<file path="src/rtl/rob_commit.sv">
// 16-entry circular reorder buffer: in-order allocate, out-of-order write-back,
// in-order retire with a registered regfile write and a flush on a taken jump.
module rob_commit (
    input  logic        clk_in,
    input  logic        rst_in,
    input  logic        rdy_in,
    input  logic        alloc_en,
    input  logic [4:0]  alloc_rd,
    input  logic [31:0] alloc_pc,
    output logic [3:0]  alloc_tag,
    output logic        rob_full,
    input  logic        wb_en,
    input  logic [3:0]  wb_pos_in_rob,
    input  logic [31:0] wb_data,
    input  logic [31:0] pc_to_jump,
    input  logic [3:0]  query_tag,
    output logic        query_ready,
    output logic [31:0] query_data,
    output logic        commit_en,
    output logic [4:0]  commit_rd,
    output logic [31:0] commit_data,
    output logic [3:0]  commit_tag,
    output logic        jump_en,
    output logic [31:0] jump_pc
);

    logic [15:0] valid;
    logic [15:0] ready;
    logic [4:0]  rd_q     [16];
    logic [31:0] pc_q     [16];
    logic [31:0] data_q   [16];
    logic [31:0] target_q [16];

    logic [3:0] head;
    logic [3:0] tail;
    logic [4:0] count;

    logic do_retire;
    logic do_flush;
    logic do_alloc;

    assign alloc_tag = tail;
    assign rob_full  = (count == 5'd16);

    // Readiness is the registered bit, so an entry written back this cycle
    // can only retire on the following edge.
    assign do_retire = valid[head] & ready[head];
    assign do_flush  = do_retire & (target_q[head] != 32'd0);
    assign do_alloc  = alloc_en & ~rob_full;

    always_comb begin
        query_ready = 1'b0;
        query_data  = 32'd0;
        if (valid[query_tag] && ready[query_tag]) begin
            query_ready = 1'b1;
            query_data  = data_q[query_tag];
        end else if (wb_en && (wb_pos_in_rob == query_tag)) begin
            query_ready = 1'b1;
            query_data  = wb_data;
        end
    end

    always_ff @(posedge clk_in) begin
        if (rst_in) begin
            valid       <= 16'd0;
            ready       <= 16'd0;
            head        <= 4'd0;
            tail        <= 4'd0;
            count       <= 5'd0;
            commit_en   <= 1'b0;
            commit_rd   <= 5'd0;
            commit_data <= 32'd0;
            commit_tag  <= 4'd0;
            jump_en     <= 1'b0;
            jump_pc     <= 32'd0;
        end else if (!rdy_in) begin
            commit_en <= 1'b0;
            jump_en   <= 1'b0;
        end else begin
            commit_en <= 1'b0;
            jump_en   <= 1'b0;
            if (do_retire) begin
                commit_en   <= 1'b1;
                commit_rd   <= rd_q[head];
                commit_data <= data_q[head];
                commit_tag  <= head;
            end
            if (do_flush) begin
                jump_en <= 1'b1;
                jump_pc <= target_q[head];
                valid   <= 16'd0;
                ready   <= 16'd0;
                head    <= 4'd0;
                tail    <= 4'd0;
                count   <= 5'd0;
            end else begin
                if (wb_en && valid[wb_pos_in_rob]) begin
                    ready[wb_pos_in_rob]    <= 1'b1;
                    data_q[wb_pos_in_rob]   <= wb_data;
                    target_q[wb_pos_in_rob] <= pc_to_jump;
                end
                if (do_retire) begin
                    valid[head] <= 1'b0;
                    ready[head] <= 1'b0;
                    head        <= head + 4'd1;
                end
                // Allocation targets tail, which never aliases head or a
                // written-back entry unless the buffer is full.
                if (do_alloc) begin
                    valid[tail]    <= 1'b1;
                    ready[tail]    <= 1'b0;
                    rd_q[tail]     <= alloc_rd;
                    pc_q[tail]     <= alloc_pc;
                    target_q[tail] <= 32'd0;
                    tail           <= tail + 4'd1;
                end
                count <= count + {4'd0, do_alloc} - {4'd0, do_retire};
            end
        end
    end

endmodule
</file>
<file path="config.mk">
export PLATFORM = sky130hd
export DESIGN_NAME = rob_commit
export DESIGN_NICKNAME = d
export VERILOG_FILES = /design/src/rtl/rob_commit.sv
export SDC_FILE = /design/constraint.sdc
export NUM_CORES = 2
export LEC_CHECK = 0
export CAP_MARGIN = 25
export CORE_ASPECT_RATIO = 0.5
export CORE_MARGIN = 1
export CORE_UTILIZATION = 55
export CTS_BUF_LIST = sky130_fd_sc_hd__clkbuf_16
export DETAILED_ROUTE_END_ITERATION = 8
export GPL_TIMING_DRIVEN = 0
export PLACE_DENSITY = 0.8
export SLEW_MARGIN = 25
export SYNTH_ARGS = -nofsm -noshare
export SYNTH_HDL_FRONTEND = slang
export SYNTH_SLANG_ARGS = --single-unit
</file>
<file path="constraint.sdc">
create_clock -name clk_in -period 8.7 [get_ports clk_in]
set_input_delay 1.74 -clock clk_in [delete_from_list [all_inputs] [get_ports clk_in]]
set_output_delay 1.74 -clock clk_in [all_outputs]
set_load 0.05 [all_outputs]
</file>
# [Word-level counts from Yosys, hierarchy flattened]
# Memory sizes are Yosys's and may differ from the RTL's. A register that Yosys moved wholly into a read port is not among the register bits.
# Cells that the tools add are included.
[totals] ff_bits=83 latchBits=0 mem_bits_rw=1104 mem_bits_ro=0 inputBits=114 mem_count=3
[op_classes] n_addsub=4 mul=0 div_mod_pow=0 magnitude_cmp=7 eq_ne=2 n_shift=0 mux=55 bitwise=12 reduce_logical=14
[mem_list] memory="data_q" words=16 width=32 read_ports=2 rd_clocked_by_memory_dff=1 write_ports=1 line="31" text="logic [31:0] data_q [16];"
[mem_list] memory="target_q" words=16 width=32 read_ports=1 rd_clocked_by_memory_dff=1 write_ports=2 line="32" text="logic [31:0] target_q [16];"
[mem_list] memory="rd_q" words=16 width=5 read_ports=1 rd_clocked_by_memory_dff=1 write_ports=1 line="29" text="logic [4:0] rd_q [16];"
[ops] op="16-bit 2-to-1 mux" count=16
[ops] op="32-bit 2-to-1 mux" count=2
[ops] op="16-bit AND" count=3
[ops] op="16-bit NOT" count=2
[ops] op="16-bit OR" count=2
[ops] op="32-bit nonzero test" count=1
[ops] op="4-bit 2-to-1 mux" count=6
[ops] op="1-bit 2-to-1 mux" count=22
[ops] op="1-bit binary-select mux with 4-bit select" count=5
[ops] op="4-bit by 5-bit < comparator with 1-bit output (second input constant)" count=4
[ops] op="1-bit demux with 4-bit select" count=3
[ops] op="4-bit by 1-bit greater-or-equal comparator with 1-bit output (second input constant)" count=3
[ops] op="4-bit by 1-bit adder with 4-bit output (second input constant)" count=2
[ops] op="2-bit AND reduction" count=4
[ops] op="1-bit logical AND" count=6
[ops] op="5-bit by 1-bit adder with 5-bit output" count=1
[ops] op="5-bit == test (second input constant)" count=1
[ops] op="5-bit 2-to-1 mux" count=1
[ops] op="5-bit by 1-bit subtractor with 5-bit output" count=1
[ops] op="4-bit == test" count=1
[ops] op="2-bit nonzero test" count=2
[ops] op="1-bit AND" count=3
[ops] op="1-bit NOT" count=2
[ops] op="2-bit OR reduction" count=1

# [Longest topological paths before layout]
[logic_depth] depth_word=17 depth_mapped=18 depth_no_buf=17

# [Least setup slack after synthesis]
# OpenSTA, ideal clock, no wires.
[synth_path] path_type="register to register" from="reg (tool-made name)" to="mem data_q[10][0], enable pin" arrival_ns=6.700 t_required_ns=8.198 setup_slack_ns=1.498 stages_incl_launch_ff=14 n_path_buf=6 period_less_slack_ns=7.202 path_cell_list="dfxtp_1 buf_2 buf_2 buf_1 clkbuf_1 mux4_2 a221oi_1 nand3_1 nor4b_2 and4_1 buf_2 buf_2 o21ai_1 nor4bb_1"
[synth_rtl] item="end: declaration" line="31"

==> results.toml <==
[run_status]
status = "finished, final reports clean"

[timing]
tightest_slew_ns = 1.311
fin_crit_sh = 0.9947
max-slew-margin-rel = 0.1260
hold_viol_final = 0
skew_ns = 0.07631
setup_tns_ns = 0
period_minus_slack_ns = 8.654
rsz0062_at_grt = "false"
slew_violations = 0
fmax_ghz = 0.1156
setup_viol = 0

[routing]
drt-initial-drc-count = 11310
antenna_left = 0
wl_per_cell_um = 45.04
viasPerCell = 8.158
num_vias = 53940
drtPass1Iterations = 9
wl_um = 297800
drc_errors = 0

[critical_path]
crit_type = "reg2reg"
slowest_stage = "clkbuf_1"
slowest_delay_ns = 0.92
cp_data_required_time_ns = 9.20
path_cells = "buf_2 -> buf_2 -> nor2b_1 -> clkbuf_1 -> a221oi_1 -> a22oi_1 -> nand4_1 -> nor3_4 -> and4_1 -> buf_2 -> buf_2 -> o21ai_2 -> nor4_2 -> buf_2 -> buf_4 -> buf_2 -> buf_2"
path_max_fanout = 10
cpMostUsedCell = "buf_2"
cp-start-kind = "register"
worst_ep_arrival_time_ns = 9.16
end_kind = "register"
reg2reg_depth = 17

[logic_synthesis]
synth_mux_area_frac = 0.1893
synth_top_area_share = 0.3044
synthFlopType = "dfxtp_1"
synth_area_per_cell_sq_um = 12.30
syn_area_sq_um = 58390
synth_compound_area_frac = 0.1573
synthAdderAreaFrac = 0.003343
syn_nets = 4878
yosys_register_bits = 1228
yosys.area_share.simple = 0.08035
synth_top_family_by_area = "multiplexers"
synth-edff-count = 592
yosysTopAreaCell = "edfxtp_1"
synth_cells = 4749
async_flop_share = 0
synthDistinctLibCells = 67
synthTopCellsByArea = "edfxtp_1, dfxtp_1, mux4_2"
synth_xor_xnor_area_share = 0.001350
yosys_warnings = 0
ys_seq_area_frac = 0.5225

[clock_network]
htree_levels = 3
cts_root_buffer = "clkbuf_16"
ctsHoldBuffers = 0
cts_resized = 0
clk_latency_ns = 0.83
cts_buffers = 107
clk_pin_slew_ns = 0.08
postCtsSetupRepairBufs = 0
cts_tree = "done"
cts.sinks = 1228
clockBufferDepth = 3

[place]
io_buffers = 155
placed_area_sq_um = 62730
post-dp-hpwl_um = 196700
gp_congestion = 1.117

[global_route]
busiest_layer = "met2"
use_met2 = 0.7449
grt_first_pass_wirelength_um = 402500
overflow = 0
grt_antenna_before_repair = 20
grtUsageMet1 = 0.6594
grt_max_degree = 33
grt_use_total = 0.5444
grt.met3_usage = 0.2697
grt_pass1_vias = 49650

[finish]
syn_to_final_growth_pct = 13.45
register_area_sq_um = 30510
design_area_sq_um = 66240
multi_input_comb_area_sq_um = 25390
fillCellCount = 7764
drive_above_1_share = 0.1789
layout.nets = 5212

[die]
start_util = 0.5556
dieArea_sq_um = 107600
dieHeight_um = 232.4
fp.dieW_um = 462.8
fp.coreArea_sq_um = 105100
io_pins = 227
core.rowCount = 84

[min_path]
hold_path_class = "reg2reg"
hold_depth = 2

[power]
ir_worst_vdd_uv = 222.2
powerDensity_nw_per_um2 = 179.1
p_leak_nw = 20.19
post-layout-total-power_mw = 11.87

[run]
drv_cap = 0
flip-flops by register name, indices dropped and copies added (netlist names), named ones only:
signal / cells
data_q: 512
target_q: 512
rd_q: 80
commit_data: 32
jump_pc: 32
ready: 16
valid: 16
commit_rd: 5
count: 5
alloc_tag: 4
commit_tag: 4
head: 4
commit_en: 1
jump_en: 1
report_power, final:
| part | internal (mW) | switching, mW | total [mW] |
|---|---|---|---|
| registers | 6.08 | 0.0274 | 6.11 |
| clock network | 2.40 | 2.49 | 4.90 |
| logic | 0.223 | 0.641 | 0.864 |
| total | 8.70 | 3.16 | 11.9 |
cells in the mapped netlist, types with 23 or more instances:
cell,n
a21oi_1,612
a22oi_1,40
buf_1,60
buf_2,97
clkbuf_1,440
dfxtp_1,636
edfxtp_1,592
inv_1,25
mux2i_1,47
mux4_2,469
nand2_1,232
nand3_1,539
nor2_1,41
nor3_1,23
o2111ai_1,259
o211ai_1,282
o21ai_0,76
critical path: cells and delay by family, from the launching register on:
kind	cells	cell delay, ns
AND/OR/NAND/NOR	5	2.41
flip-flops	1	0.31
buffers and inverters	9	3.81
AO/OA/AOI/OAI	3	1.74
cell usage in the layout, fill, tap and decap left out, types with 110 or more instances in the layout:
master             n
dfxtp_1          636
a21oi_1          612
edfxtp_1         592
nand3_1          539
mux4_2           469
clkbuf_1         393
o211ai_1         282
o2111ai_1        259
nand2_1          224
clkdlybuf4s50_1  155
buf_2            114
clkbuf_16        110
metal layers:
metal / vias to the layer above / share of wire
li1: 19650 / -
met1: 25910 / 0.33
met2: 6490 / 0.40
met3: 1867 / 0.18
met4: 18 / 0.096
met5: - / 0.00039
metrics by stage:
step | hold slack, ns | util | worst slack, ns | cells
final | 0.4632 | 0.6303 | 0.04619 | 6612
after floorplan | 0.4356 | - | 1.498 | 4749
after CTS | 0.4644 | 0.6288 | 0.4556 | 6584
after global placement | 0.4467 | 0.5873 | -6.708 | 6323
after detailed placement | 0.4540 | 0.5968 | 0.5406 | 6387
after global routing | 0.4751 | 0.6299 | 0.1997 | 6596
path summary, 6_finish.rpt:
check	from	to	slack, ns
worst max register to register	register	data_q[0][24]$_DFFE_PP_	0.05
worst min-delay path	target_q[8][13]$_SDFFE_PP0P_	target_q[8][13]$_SDFFE_PP0P_	0.46
worst max-delay path	register	data_q[0][24]$_DFFE_PP_	0.05
worst min register to register	target_q[8][13]$_SDFFE_PP0P_	target_q[8][13]$_SDFFE_PP0P_	0.46
cells by family (layout without fill, tap and decap cells):
logic type / Yosys count / after routing
XOR/XNOR: 9 / 9
other: 0 / 22
AND/OR/NAND/NOR: 954 / 954
buffers and inverters: 651 / 1073
multiplexers: 518 / 518
AO/OA/AOI/OAI: 1374 / 1374
flip-flops: 1228 / 1228
adder cells (fa/ha/maj): 15 / 15
cell type report:
cell class	count	share of cell area
Tap cell	1419	0.02680
Multi-Input combinational cell	2870	0.3833
Buffer	620	0.03995
Clock inverter	87	0.009123
Inverter	31	0.001757
Clock buffer	110	0.04155
Timing Repair Buffer	225	0.03617
Sequential cell	1228	0.4606
Antenna cell	22	0.0008311
No activity file was read; power rests on OpenSTA's default activity.
